**src/rtl/mem_stage_lsu.sv**
```systemverilog
// mem_stage_lsu: RISC-V MEM stage with a load/store unit on a req/ack data-memory port.
// Optional MEM_MISALIGN_TRAP_EN: misaligned accesses are flagged to WB instead of issued.
module mem_stage_lsu #(
  parameter int XLEN      = 32,
  parameter int CTRL_WB_W = 3
) (
  input  logic                 clk,
  input  logic                 reset_n,
  input  logic                 valid_in,
  input  logic [CTRL_WB_W+4:0] ctrl_mem,
  input  logic [XLEN-1:0]      rd_mem,
  input  logic [XLEN-1:0]      pc4_mem,
  input  logic [XLEN-1:0]      alu_result,
  input  logic [XLEN-1:0]      write_data,
  output logic                 stall_out,
  output logic                 dmem_req,
  output logic                 dmem_we,
  output logic [XLEN-1:0]      dmem_addr,
  output logic [XLEN/8-1:0]    dmem_be,
  output logic [XLEN-1:0]      dmem_wdata,
  input  logic                 dmem_ack,
  input  logic [XLEN-1:0]      dmem_rdata,
  output logic                 valid_wb,
  output logic [CTRL_WB_W-1:0] ctrl_wb,
  output logic [XLEN-1:0]      rd_wb,
  output logic [XLEN-1:0]      pc4_wb,
  output logic [XLEN-1:0]      mem_data,
  output logic [XLEN-1:0]      alu_data,
  output logic                 misalign_wb
);

  // state  | meaning
  // S_IDLE | accepting; non-mem ops reach WB one cycle later
  // S_WAIT | access outstanding, dmem_* held until dmem_ack

  localparam int NB   = XLEN / 8;
  localparam int LO_W = $clog2(NB);

  typedef enum logic {S_IDLE = 1'b0, S_WAIT = 1'b1} state_t;

  state_t r_state, w_state_nxt;

  logic                 w_memread, w_memwrite, w_mem_op, w_defined, w_trap;
  logic [2:0]           w_funct3;
  logic [CTRL_WB_W-1:0] w_wb_ctrl;
  logic [1:0]           w_size;
  logic [XLEN-1:0]      w_addr_al, w_wdata, w_lane, w_ld_ext;
  logic [NB-1:0]        w_be;
  logic [LO_W-1:0]      w_lo;

  logic [2:0]           r_funct3;
  logic                 r_ld_ok;
  logic [LO_W-1:0]      r_lo;
  logic [CTRL_WB_W-1:0] r_ctrl;
  logic [XLEN-1:0]      r_rd, r_pc4, r_alu;

  assign w_memread  = ctrl_mem[CTRL_WB_W+4];
  assign w_memwrite = ctrl_mem[CTRL_WB_W+3];
  assign w_funct3   = ctrl_mem[CTRL_WB_W+2:CTRL_WB_W];
  assign w_wb_ctrl  = ctrl_mem[CTRL_WB_W-1:0];
  assign w_mem_op   = valid_in & (w_memread | w_memwrite);

  function automatic logic [XLEN-1:0] ext(input logic [XLEN-1:0] v, input int bits,
                                          input logic sgn);
    logic [XLEN-1:0] r;
    for (int i = 0; i < XLEN; i++) r[i] = (i < bits) ? v[i] : (sgn & v[bits-1]);
    return r;
  endfunction

  // Size code: 0 byte, 1 half, 2 word, 3 double. memread wins when both are set.
  always_comb begin
    w_size    = 2'd0;
    w_defined = 1'b0;
    if (w_memread) begin
      case (w_funct3)
        3'b000, 3'b100: begin w_size = 2'd0; w_defined = 1'b1; end
        3'b001, 3'b101: begin w_size = 2'd1; w_defined = 1'b1; end
        3'b010:         begin w_size = 2'd2; w_defined = 1'b1; end
        3'b110:         begin w_size = 2'd2; w_defined = (XLEN == 64); end
        3'b011:         begin w_size = 2'd3; w_defined = (XLEN == 64); end
        default: ;
      endcase
    end else begin
      case (w_funct3)
        3'b000:  begin w_size = 2'd0; w_defined = 1'b1; end
        3'b001:  begin w_size = 2'd1; w_defined = 1'b1; end
        3'b010:  begin w_size = 2'd2; w_defined = 1'b1; end
        3'b011:  begin w_size = 2'd3; w_defined = (XLEN == 64); end
        default: ;
      endcase
    end
  end

  always_comb begin
    w_addr_al = alu_result;
    if (w_defined) begin
      case (w_size)
        2'd1:    w_addr_al = {alu_result[XLEN-1:1], 1'b0};
        2'd2:    w_addr_al = {alu_result[XLEN-1:2], 2'b00};
        2'd3:    w_addr_al = {alu_result[XLEN-1:3], 3'b000};
        default: w_addr_al = alu_result;
      endcase
    end
    w_lo = w_addr_al[LO_W-1:0];
  end

  always_comb begin
    w_be = '0;
    if (w_defined) begin
      case (w_size)
        2'd0:    w_be = NB'(1)  << w_lo;
        2'd1:    w_be = NB'(3)  << w_lo;
        2'd2:    w_be = NB'(15) << w_lo;
        default: w_be = '1;
      endcase
    end
    w_wdata = '0;
    if (!w_memread) begin
      case (w_size)
        2'd0:    w_wdata = {NB{write_data[7:0]}};
        2'd1:    w_wdata = {(NB/2){write_data[15:0]}};
        2'd2:    w_wdata = {(NB/4){write_data[31:0]}};
        default: w_wdata = write_data;
      endcase
    end
  end

  assign w_lane = dmem_rdata >> {r_lo, 3'b000};

  always_comb begin
    w_ld_ext = '0;
    case (r_funct3)
      3'b000:  w_ld_ext = ext(w_lane, 8, 1'b1);
      3'b100:  w_ld_ext = ext(w_lane, 8, 1'b0);
      3'b001:  w_ld_ext = ext(w_lane, 16, 1'b1);
      3'b101:  w_ld_ext = ext(w_lane, 16, 1'b0);
      3'b010:  w_ld_ext = ext(w_lane, 32, 1'b1);
      3'b110:  w_ld_ext = ext(w_lane, 32, 1'b0);
      3'b011:  w_ld_ext = w_lane;
      default: w_ld_ext = '0;
    endcase
  end

`ifdef MEM_MISALIGN_TRAP_EN
  logic w_misalign;
  logic r_misalign;
  // Misaligned exactly when aligning down would move the address.
  assign w_misalign  = w_defined & (w_addr_al != alu_result);
  assign w_trap      = w_mem_op & w_misalign;
  assign misalign_wb = r_misalign;

  always_ff @(posedge clk or negedge reset_n) begin
    if (!reset_n)                r_misalign <= 1'b0;
    else if (r_state == S_IDLE) r_misalign <= w_trap;
    else if (dmem_ack)          r_misalign <= 1'b0;
  end
`else
  assign w_trap      = 1'b0;
  assign misalign_wb = 1'b0;
`endif

  always_ff @(posedge clk or negedge reset_n) begin
    if (!reset_n) r_state <= S_IDLE;
    else          r_state <= w_state_nxt;
  end

  always_comb begin
    w_state_nxt = r_state;
    stall_out   = 1'b0;
    case (r_state)
      S_IDLE: begin
        if (w_mem_op && !w_trap) begin
          stall_out   = 1'b1;
          w_state_nxt = S_WAIT;
        end
      end
      S_WAIT: begin
        stall_out = ~dmem_ack;
        if (dmem_ack) w_state_nxt = S_IDLE;
      end
      default: w_state_nxt = S_IDLE;
    endcase
  end

  always_ff @(posedge clk or negedge reset_n) begin
    if (!reset_n) begin
      dmem_req   <= 1'b0;
      dmem_we    <= 1'b0;
      dmem_addr  <= '0;
      dmem_be    <= '0;
      dmem_wdata <= '0;
      valid_wb   <= 1'b0;
      ctrl_wb    <= '0;
      rd_wb      <= '0;
      pc4_wb     <= '0;
      mem_data   <= '0;
      alu_data   <= '0;
      r_funct3   <= '0;
      r_ld_ok    <= 1'b0;
      r_lo       <= '0;
      r_ctrl     <= '0;
      r_rd       <= '0;
      r_pc4      <= '0;
      r_alu      <= '0;
    end else if (r_state == S_IDLE) begin
      if (!valid_in) begin
        valid_wb <= 1'b0;
      end else if (w_trap) begin
        valid_wb <= 1'b1;
        ctrl_wb  <= '0;
        rd_wb    <= rd_mem;
        pc4_wb   <= pc4_mem;
        mem_data <= '0;
        alu_data <= alu_result;
      end else if (w_mem_op) begin
        valid_wb   <= 1'b0;
        dmem_req   <= 1'b1;
        dmem_we    <= ~w_memread;
        dmem_addr  <= {w_addr_al[XLEN-1:LO_W], {LO_W{1'b0}}};
        dmem_be    <= w_be;
        dmem_wdata <= w_wdata;
        r_funct3   <= w_funct3;
        r_ld_ok    <= w_memread & w_defined;
        r_lo       <= w_lo;
        r_ctrl     <= w_wb_ctrl;
        r_rd       <= rd_mem;
        r_pc4      <= pc4_mem;
        r_alu      <= alu_result;
      end else begin
        valid_wb <= 1'b1;
        ctrl_wb  <= w_wb_ctrl;
        rd_wb    <= rd_mem;
        pc4_wb   <= pc4_mem;
        mem_data <= '0;
        alu_data <= alu_result;
      end
    end else if (dmem_ack) begin
      dmem_req <= 1'b0;
      valid_wb <= 1'b1;
      ctrl_wb  <= r_ctrl;
      rd_wb    <= r_rd;
      pc4_wb   <= r_pc4;
      alu_data <= r_alu;
      mem_data <= r_ld_ok ? w_ld_ext : '0;
    end
  end

endmodule

```
**config.mk**
```make
export PLATFORM = sky130hd
export DESIGN_NAME = mem_stage_lsu
export DESIGN_NICKNAME = d
export VERILOG_FILES = /design/src/rtl/mem_stage_lsu.sv
export SDC_FILE = /design/constraint.sdc
export NUM_CORES = 1
export LEC_CHECK = 0
export BUFFER_PORTS_ARGS = -buffer_cell sky130_fd_sc_hd__buf_2
export CORE_MARGIN = 4
export CORE_UTILIZATION = 52
export DETAILED_ROUTE_END_ITERATION = 8
export PLACE_DENSITY = 0.81
export SLEW_MARGIN = 15
export SYNTH_ARGS = -nofsm -noshare
export SYNTH_HDL_FRONTEND = slang
export SYNTH_SLANG_ARGS = --single-unit
```
**constraint.sdc**
```tcl
create_clock -name clk -period 2.3 [get_ports clk]
set_input_delay 0.23 -clock clk [delete_from_list [all_inputs] [get_ports clk]]
set_output_delay 0.23 -clock clk [all_outputs]
set_load 0.005 [all_outputs]
```
## Word-level counts from Yosys, hierarchy flattened

Cells that the tools add are included.

- Bitwise gates (word level): 6
- Shifts and indexed selects: 4
- Multiplexer cells: 46
- Reduce and logical (&&, ||, !) cells: 13
- Equality and inequality tests: 17

Operator list:

| operator | count |
|---|---|
| 2-to-1 mux 32 bit | 18 |
| one-hot mux 32 bit (5 select lines) | 1 |
| one-hot mux 32 bit (2 select lines) | 1 |
| >> shifter 32 x 5 -> 32 bit | 1 |
| == test 3 bit, second input constant | 6 |
| 2-to-1 mux 3 bit | 5 |
| 2-to-1 mux 1 bit | 13 |
| == test 3 x 2 -> 1 bit, second input constant | 4 |
| one-hot mux 2 bit (3 select lines) | 2 |
| one-hot mux 4 bit (3 select lines) | 1 |
| one-hot mux 3 bit (3 select lines) | 1 |
| AND reduction 3 bit | 3 |
| == test 3 x 1 -> 1 bit, second input constant | 2 |
| zero test 3 bit | 2 |
| OR reduction 3 bit | 2 |
| OR reduction 5 bit | 1 |
| == test 2 bit, second input constant | 2 |
| 2-to-1 mux 4 bit | 1 |
| != test 2 bit, second input constant | 2 |
| one-hot mux 1 bit (2 select lines) | 2 |
| nonzero test 2 bit | 2 |
| OR reduction 2 bit | 2 |
| << shifter 1 x 2 -> 4 bit, first input constant | 1 |
| << shifter 2 x 2 -> 4 bit, first input constant | 1 |
| 7 further kinds | 10 |

- Register bits after elaboration: 306
- Output and inout bits: 204
- Bits of input ports: 172
- Logic and storage cells: 105

## Depth between registers and ports, before layout

Gate-level depths: netlist of the first run.

- Word-level depth: 10
- Depth in mapped cells: 13

## Worst setup path before layout of the first run

No wires, ideal clock.

- Path kind: input-to-reg
- From: in ctrl_mem[7]
- To: reg dmem_be[2]
- Path buffers: 2
- Path slack: -200 ps
- Stages on the path: 9
- Data arrival time: 2400 ps
- Path through: clkbuf_1 -> inv_1 -> clkbuf_1 -> o21ai_0 -> nand2_1 -> ha_1 -> o41ai_1 -> a2111oi_0 -> a311oi_1

- Word-level cells in the longest chain between the ends: 7
- Elaborated cells on any way between the ends: 16
- Those cells by class: 3 x eq/ne; 3 x shift; 6 x mux; 2 x bitwise; 2 x reduce/logical

Ends and longest elaborated chain:

| element | RTL line | text |
|---|---|---|
| from (decl) | 10 | `input logic [CTRL_WB_W+4:0] ctrl_mem,` |
| 2-to-1 mux 2 bit | 74 | `if (w_memread) begin` |
| == test 2 bit (tied with other cells) | 97 | `case (w_size)` |
| one-hot mux 3 bit (3 select lines) | 97 |  |
| 2-to-1 mux 3 bit | 96 | `if (w_defined) begin` |
| << shifter 4 x 2 -> 4 bit (tied with other cells) | 113 | `2'd2: w_be = NB'(15) << w_lo;` |
| one-hot mux 4 bit (3 select lines) | 110 | `case (w_size)` |
| 2-to-1 mux 4 bit | 109 | `if (w_defined) begin` |
| to (signal assigned) | 220 | `dmem_be <= w_be;` |
| to (decl) | 19 | `output logic [XLEN/8-1:0] dmem_be,` |

Parallel ways exist; a longest one is shown, timed or not.
A chain may end at the register's enable or synchronous reset.

## Final worst setup path of the first run

- From: in ctrl_mem[4]
- To: reg dmem_be[3]

- Word-level cells in the longest chain between the ends: 10
- Elaborated cells on any way between the ends: 28
- Those cells by class: 9 x eq/ne; 3 x shift; 10 x mux; 6 x reduce/logical

Ends and longest elaborated chain:

| element | RTL line | text |
|---|---|---|
| == test 3 x 2 -> 1 bit (tied with other cells) | 75, 84 |  |
| OR reduction 2 bit, on equally long branches | - |  |
| one-hot mux 2 bit (3 select lines) | 75 | `case (w_funct3)` |
| 2-to-1 mux 2 bit | 74 |  |
| == test 2 bit (tied with other cells) | 97 |  |
| one-hot mux 3 bit (3 select lines) | 97 |  |
| 2-to-1 mux 3 bit | 96 |  |
| << shifter 4 x 2 -> 4 bit (tied with other cells) | 113 |  |
| one-hot mux 4 bit (3 select lines) | 110 |  |
| 2-to-1 mux 4 bit * | 109 |  |

Every way passes the cells marked *; elsewhere a longest branch is shown, timed or not.

==> results of run 1 <==
==> stage by stage <==
stage,utilization,area [um^2]
finish,0.7124,16720
CTS,0.7118,16710
detailed placement,0.6151,14440
floorplan,-,12400
global placement,0.6151,14440
global route,0.7124,16720
==> Yosys cell counts, drive strengths merged, types with 2 or more instances <==
| cell type | instances |
|---|---|
| ha | 6 |
| o21ai | 168 |
| mux2 | 8 |
| a22oi | 9 |
| o2bb2ai | 7 |
| a21boi | 4 |
| nand2b | 4 |
| mux2i | 124 |
| dfrtp | 277 |
| nor2b | 5 |
| clkbuf | 65 |
| inv | 8 |
| nor4 | 3 |
| a21oi | 26 |
| or2 | 2 |
| o31ai | 2 |
| nand3 | 11 |
| a2111oi | 2 |
| nand2 | 472 |
| buf | 51 |
| nor2 | 10 |
| a221o | 16 |
| mux4 | 2 |
==> cell families after synthesis <==
kind of cell	count (synthesis)	share of synthesized area
and+or+nand+nor	511	0.1617
DFF	277	0.5602
AOI/OAI and AO/OA	239	0.1106
muxes	134	0.1112
buffers and inverters	124	0.04995
adders and majority gates	6	0.006067
other	1	0.0003030
==> path summary, 6_finish.rpt <==
path | endpoint | slack (ns) | depth (start not counted)
worst max-delay path | dmem_be[3]$_DFFE_PN0P_ | 0.19 | 10
worst min-delay path | dmem_wdata[16]$_DFFE_PN0P_ | 0.02 | 3
worst max register to register | mem_data[27]$_DFFE_PN0P_ | 0.41 | 5
worst min register to register | dmem_wdata[2]$_DFFE_PN0P_ | 0.46 | 2
max in group asynchronous | r_rd[30]$_DFFE_PN0P_ | 1.22 | 3
min in group asynchronous | alu_data[12]$_DFFE_PN0P_ | 0.24 | 2
==> sequential cells by signal (all words and copies together) (netlist names), 2 cells and up <==
register / flops
alu_data: 32
ctrl_wb: 3
dmem_addr: 2
dmem_be: 4
dmem_wdata: 32
mem_data: 32
pc4_wb: 32
r_alu: 31
r_ctrl: 3
r_funct3: 3
r_lo: 2
r_pc4: 32
r_rd: 32
rd_wb: 32
==> layout make-up <==
| type | count | share of cell area |
|---|---|---|
| sequential | 277 | 0.4148 |
| multi-input combinational | 893 | 0.2915 |
| timing repair buffer | 526 | 0.2074 |
| clock buffer | 40 | 0.05006 |
| tap | 319 | 0.02387 |
| clock inverter | 13 | 0.01033 |
| inverter | 8 | 0.001796 |
| antenna | 2 | 0.0002993 |
==> per-layer routing <==
| layer | track usage | up-vias | wire length [um] |
|---|---|---|---|
| li1 | - | 5152 | - |
| met1 | 0.3492 | 5412 | 14440 |
| met2 | 0.4943 | 594 | 19260 |
| met3 | 0.06953 | 157 | 3197 |
| met4 | 0.1292 | 0 | 2007 |
| met5 | 0 | - | 0 |
==> report_power, final <==
group / total [mW] / switching (mW) / internal [mW]
Clock: 4.91 / 1.93 / 2.98
Combinational: 3.99 / 2.22 / 1.77
Sequential: 6.78 / 0.736 / 6.04
==> repair_timing <==
action | 4_1_cts | 5_1_grt
endpoints found under the setup margin | 0 | 13
hold endpoints to repair | 240 | 0
resized for setup | 0 | 2
hold buffers | 126 | 0
==> worst max-delay path: stages <==
cell and delay [ns]:
dlygate4sd3_1 0.54, buf_2 0.15, o21ai_0 0.16, and2_1 0.20
inv_1 0.11, ha_1 0.24, o41ai_2 0.39, buf_4 0.20
nor3b_1 0.05, o31ai_1 0.26
==> flow_metrics.env, run 1 <==
export IMPL_multi_input_area_um2=4873
export IMPL_outcome="complete, no violations"
export IMPL_drive_above_1_share=0.2675
export IMPL_drc_errors=0
export IMPL_die_area_um2=26330
export IMPL_finalHoldViolCount=0
export IMPL_max_freq_ghz=0.4743
export IMPL_drt_initial_drc_count=1014
export IMPL_cap_violations=0
export IMPL_initial_core_util=0.5272
export IMPL_fin_nets=1913
export IMPL_clockBufferDepth=3
export IMPL_setup_viol=0
export IMPL_clock_latency_ns=0.54
export IMPL_tritoncts="yes"
export IMPL_dp_slack_ns=0.1077
export IMPL_io_buffers=372
export IMPL_slew_violations=0
export IMPL_synthTopCellsByArea="dfrtp_1 56%, nand2_1 14%, mux2i_1 10%"
export IMPL_grt_max_degree=137
export IMPL_ir_drop_mv=0.7311
export IMPL_hpwlAfterDp_um=24750
export IMPL_dr_total_vias=11320
export IMPL_crit_required_ns=2.73
export IMPL_cp_max_fo=5
export IMPL_synth_edf_count=0
export IMPL_worstPathArrival_ns=2.54
export IMPL_rows=56
export IMPL_cts_root_buf="clkbuf_16"
export IMPL_avgSynthCellArea_um2=9.578
export IMPL_area_delta_synth_final_pct=35.13
export IMPL_yosysSeqAreaShare=0.5602
export IMPL_critPathLaunch="ctrl_mem[4]"
export IMPL_via_per_inst=5.445
export IMPL_fill_cells=1646
export IMPL_final_cell_mix="471 x nand2_1, 371 x buf_2, 276 x dfrtp_1"
export IMPL_min_delay_start="write_data[16]"
export IMPL_regArea_um2=6935
export IMPL_ys_flop_type="dfrtp_1"
export IMPL_ys_types=39
export IMPL_final_antenna_net_count=0
export IMPL_io_pins=376
export IMPL_firstDrtPassIters=5
export IMPL_cts_htree_levels=1
export IMPL_track_usage=0.2892
export IMPL_die_width_um=162.3
export IMPL_reg2reg_from="r_lo[0]$_DFFE_PN0P_"
export IMPL_finalPower_mw=15.68
export IMPL_core_area_um2=23470
export IMPL_clk_pin_slew_ns=0.07
export IMPL_finalNonFillerCells=2078
export IMPL_hold_path_class="in -> reg"
export IMPL_post_route_period_util=0.9166
export IMPL_finalWeightedCongestion=0.9172
export IMPL_whs_ns=0.01896
export IMPL_setup_tns_ns=0
export IMPL_post_cts_setup_buffer_count=0
export IMPL_synth_warnings=0
export IMPL_wl_per_cell_um=18.72
export IMPL_grt_pass1_vias=11740
export IMPL_end_kind="flop"
export IMPL_fp_dieH_um=162.3
export IMPL_relSlewSlack=0.5207
export IMPL_power_leakage_nw=8.778
export IMPL_grt_pass1_wl_um=61690
export IMPL_syn_area_um2=12370
export IMPL_synth_seq_cells=277
export IMPL_pwr_density_cell_nw_per_um2=937.5
export IMPL_synth_cells=1292
export IMPL_worstMarginPinSlew_ns=0.7171
export IMPL_rsz0062_at_grt="false"
export IMPL_ys_async_sr_fraction=1.000
export IMPL_finClkSkew_ns=0.007768
export IMPL_routed_wl_um=38910
export IMPL_synth_top_area_frac=0.5602
export IMPL_final_common_cell="nand2_1"
export IMPL_synth_area_leader_cell="dfrtp_1"
export IMPL_critPathKind="in -> reg"
export IMPL_antenna_found_initial=2
export IMPL_fin_ws_ns=0.1918
export IMPL_post_route_min_period_ns=2.108
export IMPL_dpl_cell_count=1897
export IMPL_cp_start_kind="primary input"
export IMPL_gr_total_overflow=0
export IMPL_cts_buffers=29
export IMPL_cts_num_sinks=277
No activity file was read; power rests on OpenSTA's default activity.
==> run 2, diff against run 1 <==
--- a/config.mk
+++ b/config.mk
@@ -5,11 +5,13 @@
 export SDC_FILE = /design/constraint.sdc
 export NUM_CORES = 1
 export LEC_CHECK = 0
+export ABC_AREA = 1
 export BUFFER_PORTS_ARGS = -buffer_cell sky130_fd_sc_hd__buf_2
+export CORE_ASPECT_RATIO = 1.2
 export CORE_MARGIN = 4
 export CORE_UTILIZATION = 52
 export DETAILED_ROUTE_END_ITERATION = 8
-export PLACE_DENSITY = 0.81
+export PLACE_DENSITY = 0.8
 export SLEW_MARGIN = 15
 export SYNTH_ARGS = -nofsm -noshare
 export SYNTH_HDL_FRONTEND = slang
==> run 2 against run 1 <==
Effect of this change: highest routed layer unchanged; register-to-register slack worse by 0.04 ns; count of clock-buffer cells in the layout stayed put; critical endpoint is now dmem_wdata[19]$_DFFE_PN0P_; global-route usage is 0.37 points higher; sequential power hardly changed; largest cell class unchanged; area after synthesis is 1.4% higher; clock power is 3% lower; sequential share of layout area is 0.087 points lower; combinational power is 7.0% higher; first-iteration DRC count is 8.4% lower; die area is 1.4% higher.
==> flow_metrics.env, run 2 <==
export IMPL_grt_pass1_vias=12690
export IMPL_initial_core_util=0.5268
export IMPL_finClkSkew_ns=0.01024
export IMPL_holdPathEnd="dmem_wdata[20]$_DFFE_PN0P_"
export IMPL_ys_async_sr_fraction=1.000
export IMPL_synth_area_leader_cell="dfrtp_1"
export IMPL_synth_cells=1553
export IMPL_track_usage=0.2929
export IMPL_cts_num_sinks=277
export IMPL_cp_top_family="buffers and inverters"
export IMPL_io_buffers=372
export IMPL_firstDrtPassIters=5
export IMPL_outcome="complete, no violations"
export IMPL_post_route_period_util=0.9997
export IMPL_yosysSeqAreaShare=0.5525
export IMPL_timing_rr_end="dmem_wdata[16]$_DFFE_PN0P_"
export IMPL_crit_path_max_incr_delay_ns=0.56
export IMPL_synth_seq_cells=277
export IMPL_pwr_density_cell_nw_per_um2=943.0
export IMPL_clk_pin_slew_ns=0.06
export IMPL_post_cts_setup_buffer_count=0
export IMPL_tritoncts="yes"
export IMPL_final_cell_mix="732 x nand2_1, 371 x buf_2, 276 x dfrtp_1"
export IMPL_via_per_inst=5.424
export IMPL_clockBufferDepth=3
export IMPL_regArea_um2=6935
export IMPL_fin_nets=2161
export IMPL_synth_warnings=0
export IMPL_hold_path_class="in -> reg"
export IMPL_final_antenna_net_count=0
export IMPL_synth_common_cells="732 x nand2_1, 277 x dfrtp_1, 126 x nor2_1, 90 x a31oi_1, 48 x clkbuf_1"
export IMPL_synth_top_area_frac=0.5525
export IMPL_grt_max_degree=100
export IMPL_cts_root_buf="clkbuf_16"
export IMPL_synthMostInstantiatedCell="nand2_1"
export IMPL_power_leakage_nw=8.774
export IMPL_fill_cells=1737
export IMPL_max_freq_ghz=0.4349
export IMPL_fp_dieH_um=178.2
export IMPL_multi_input_area_um2=4845
export IMPL_cp_start_kind="primary input"
export IMPL_reg2reg_from="r_state$_DFF_PN0_"
export IMPL_grt_pass1_wl_um=63670
export IMPL_cts_buffers=28
export IMPL_avgSynthCellArea_um2=8.078
export IMPL_area_delta_synth_final_pct=33.56
export IMPL_gr_total_overflow=0
export IMPL_drive_above_1_share=0.2384
export IMPL_hold_depth=3
export IMPL_antenna_found_initial=1
export IMPL_io_pins=376
export IMPL_ys_types=31
export IMPL_synthTopCellsByArea="dfrtp_1 55%, nand2_1 22%, a31oi_1 4.5%"
export IMPL_core_area_um2=23820
export IMPL_final_common_cell="nand2_1"
export IMPL_worst_path_buf_inv=5
export IMPL_syn_area_um2=12550
export IMPL_crit_slowest_cell="dlygate4sd3_1"
export IMPL_clock_latency_ns=0.53
export IMPL_dp_slack_ns=0.07553
export IMPL_finalWeightedCongestion=0.9031
export IMPL_cap_violations=0
export IMPL_finalHoldViolCount=0
export IMPL_setup_tns_ns=0
export IMPL_min_delay_start="write_data[20]"
export IMPL_worstRegToRegCells=5
export IMPL_finalNonFillerCells=2328
export IMPL_critPathKind="in -> reg"
export IMPL_synth_edf_count=0
export IMPL_post_route_min_period_ns=2.299
export IMPL_end_kind="flop"
export IMPL_worstMarginPinSlew_ns=0.8196
export IMPL_hpwlAfterDp_um=23980
export IMPL_r2r_slack_ns=0.37
export IMPL_cts_htree_levels=1
export IMPL_die_area_um2=26690
export IMPL_routed_wl_um=40220
export IMPL_cp_max_fo=16
export IMPL_worstPathArrival_ns=2.71
export IMPL_ys_flop_type="dfrtp_1"
export IMPL_dpl_cell_count=2143
export IMPL_setup_viol=0
export IMPL_drt_initial_drc_count=929
export IMPL_wl_per_cell_um=17.28
export IMPL_slew_violations=0
export IMPL_fin_util=0.7036
export IMPL_cp_common_cell="inv_1"
export IMPL_worstPathCellList="dlygate4sd3_1, buf_2, inv_1, nand2_1, a21oi_2, inv_1, ha_1, nor2_4, buf_4, nor2_1, a21oi_1, o21ai_1"
export IMPL_rows=62
export IMPL_crit_required_ns=2.71
export IMPL_dr_total_vias=12630
export IMPL_fin_ws_ns=0.0005915
export IMPL_relSlewSlack=0.4536
export IMPL_die_width_um=149.8
export IMPL_drc_errors=0
export IMPL_ir_drop_mv=0.7353
export IMPL_finalPower_mw=15.80
## run 2: cell count changes after synthesis, sizes merged, moves of 17 or more
| cell | change |
|---|---|
| mux2i | -124 |
| nand3 | +34 |
| clkbuf | -17 |
| nand2 | +261 |
| nor2 | +118 |
| buf | +28 |
| inv | +26 |
| a31oi | +99 |
| o21ai | -98 |
## run 2: worst max-delay path by stage
stage,from,end,depth (start not counted)
final,ctrl_mem[3],dmem_wdata[19]$_DFFE_PN0P_,12
after global routing,ctrl_mem[3],dmem_wdata[30]$_DFFE_PN0P_,12
after CTS,ctrl_mem[4],dmem_wdata[27]$_DFFE_PN0P_,14
after detailed placement,ctrl_mem[3],dmem_wdata[11]$_DFFE_PN0P_,11
after global placement,ctrl_mem[7],dmem_wdata[11]$_DFFE_PN0P_,12
after floorplan,ctrl_mem[3],dmem_wdata[22]$_DFFE_PN0P_,11
## run 2: kinds of logic after synthesis
group,Yosys count,synth area share
buffers and inverters,161,0.06512
flip-flops,277,0.5525
other,1,0.0002989
AND/OR/NAND/NOR,909,0.2790
adder cells (fa/ha/maj),6,0.005984
AO/OA/AOI/OAI,199,0.09704
## run 2: power by group
part           leakage, nW  internal, mW  switching (mW)
clock                0.480          2.83            1.91
sequential            3.38          6.03           0.751
combinational         4.91          1.79            2.48
total                 8.77          10.7            5.14
## run 2: layout make-up
| type | instances | area share |
|---|---|---|
| Inverter | 34 | 0.007990 |
| Sequential cell | 277 | 0.4139 |
| Clock inverter | 12 | 0.008438 |
| Timing Repair Buffer | 523 | 0.2059 |
| Antenna cell | 3 | 0.0004480 |
| Tap cell | 320 | 0.02389 |
| Timing Repair inverter | 2 | 0.0008961 |
| Clock buffer | 40 | 0.04936 |
| Multi-Input combinational cell | 1117 | 0.2891 |
## run 2: routing by layer
metal | GRT usage | vias to the layer above | share of wire
li1 | - | 5780 | -
met3 | 0.05743 | 209 | 0.083
met1 | 0.3519 | 5910 | 0.36
met4 | 0.1686 | 0 | 0.068
met5 | 0 | - | 0
met2 | 0.4925 | 727 | 0.49
## run 2: through the flow
| step | hold slack, ns | cell area [um^2] |
|---|---|---|
| 6_report | 0.01851 | 16760 |
| 5_1_grt | 0.03047 | 16750 |
| 4_1_cts | 0.0004153 | 16710 |
| 3_5_place_dp | 0.1546 | 14460 |
| 3_3_place_gp | 0.1556 | 14460 |
| 2_1_floorplan | -0.06559 | 12550 |
## run 2: worst reg2reg max path, delay by kind of cell, from the launching register on
kind	cells	cell delay, ns
buffers and inverters	2	0.38
AO/OA/AOI/OAI	1	0.25
AND/OR/NAND/NOR	2	0.72
flip-flops	1	0.50
## run 2: repair_timing
action	4_1_cts	5_1_grt
resized for setup	0	8
endpoints found under the setup margin	0	18
hold buffers	128	0
hold endpoints to repair	335	0
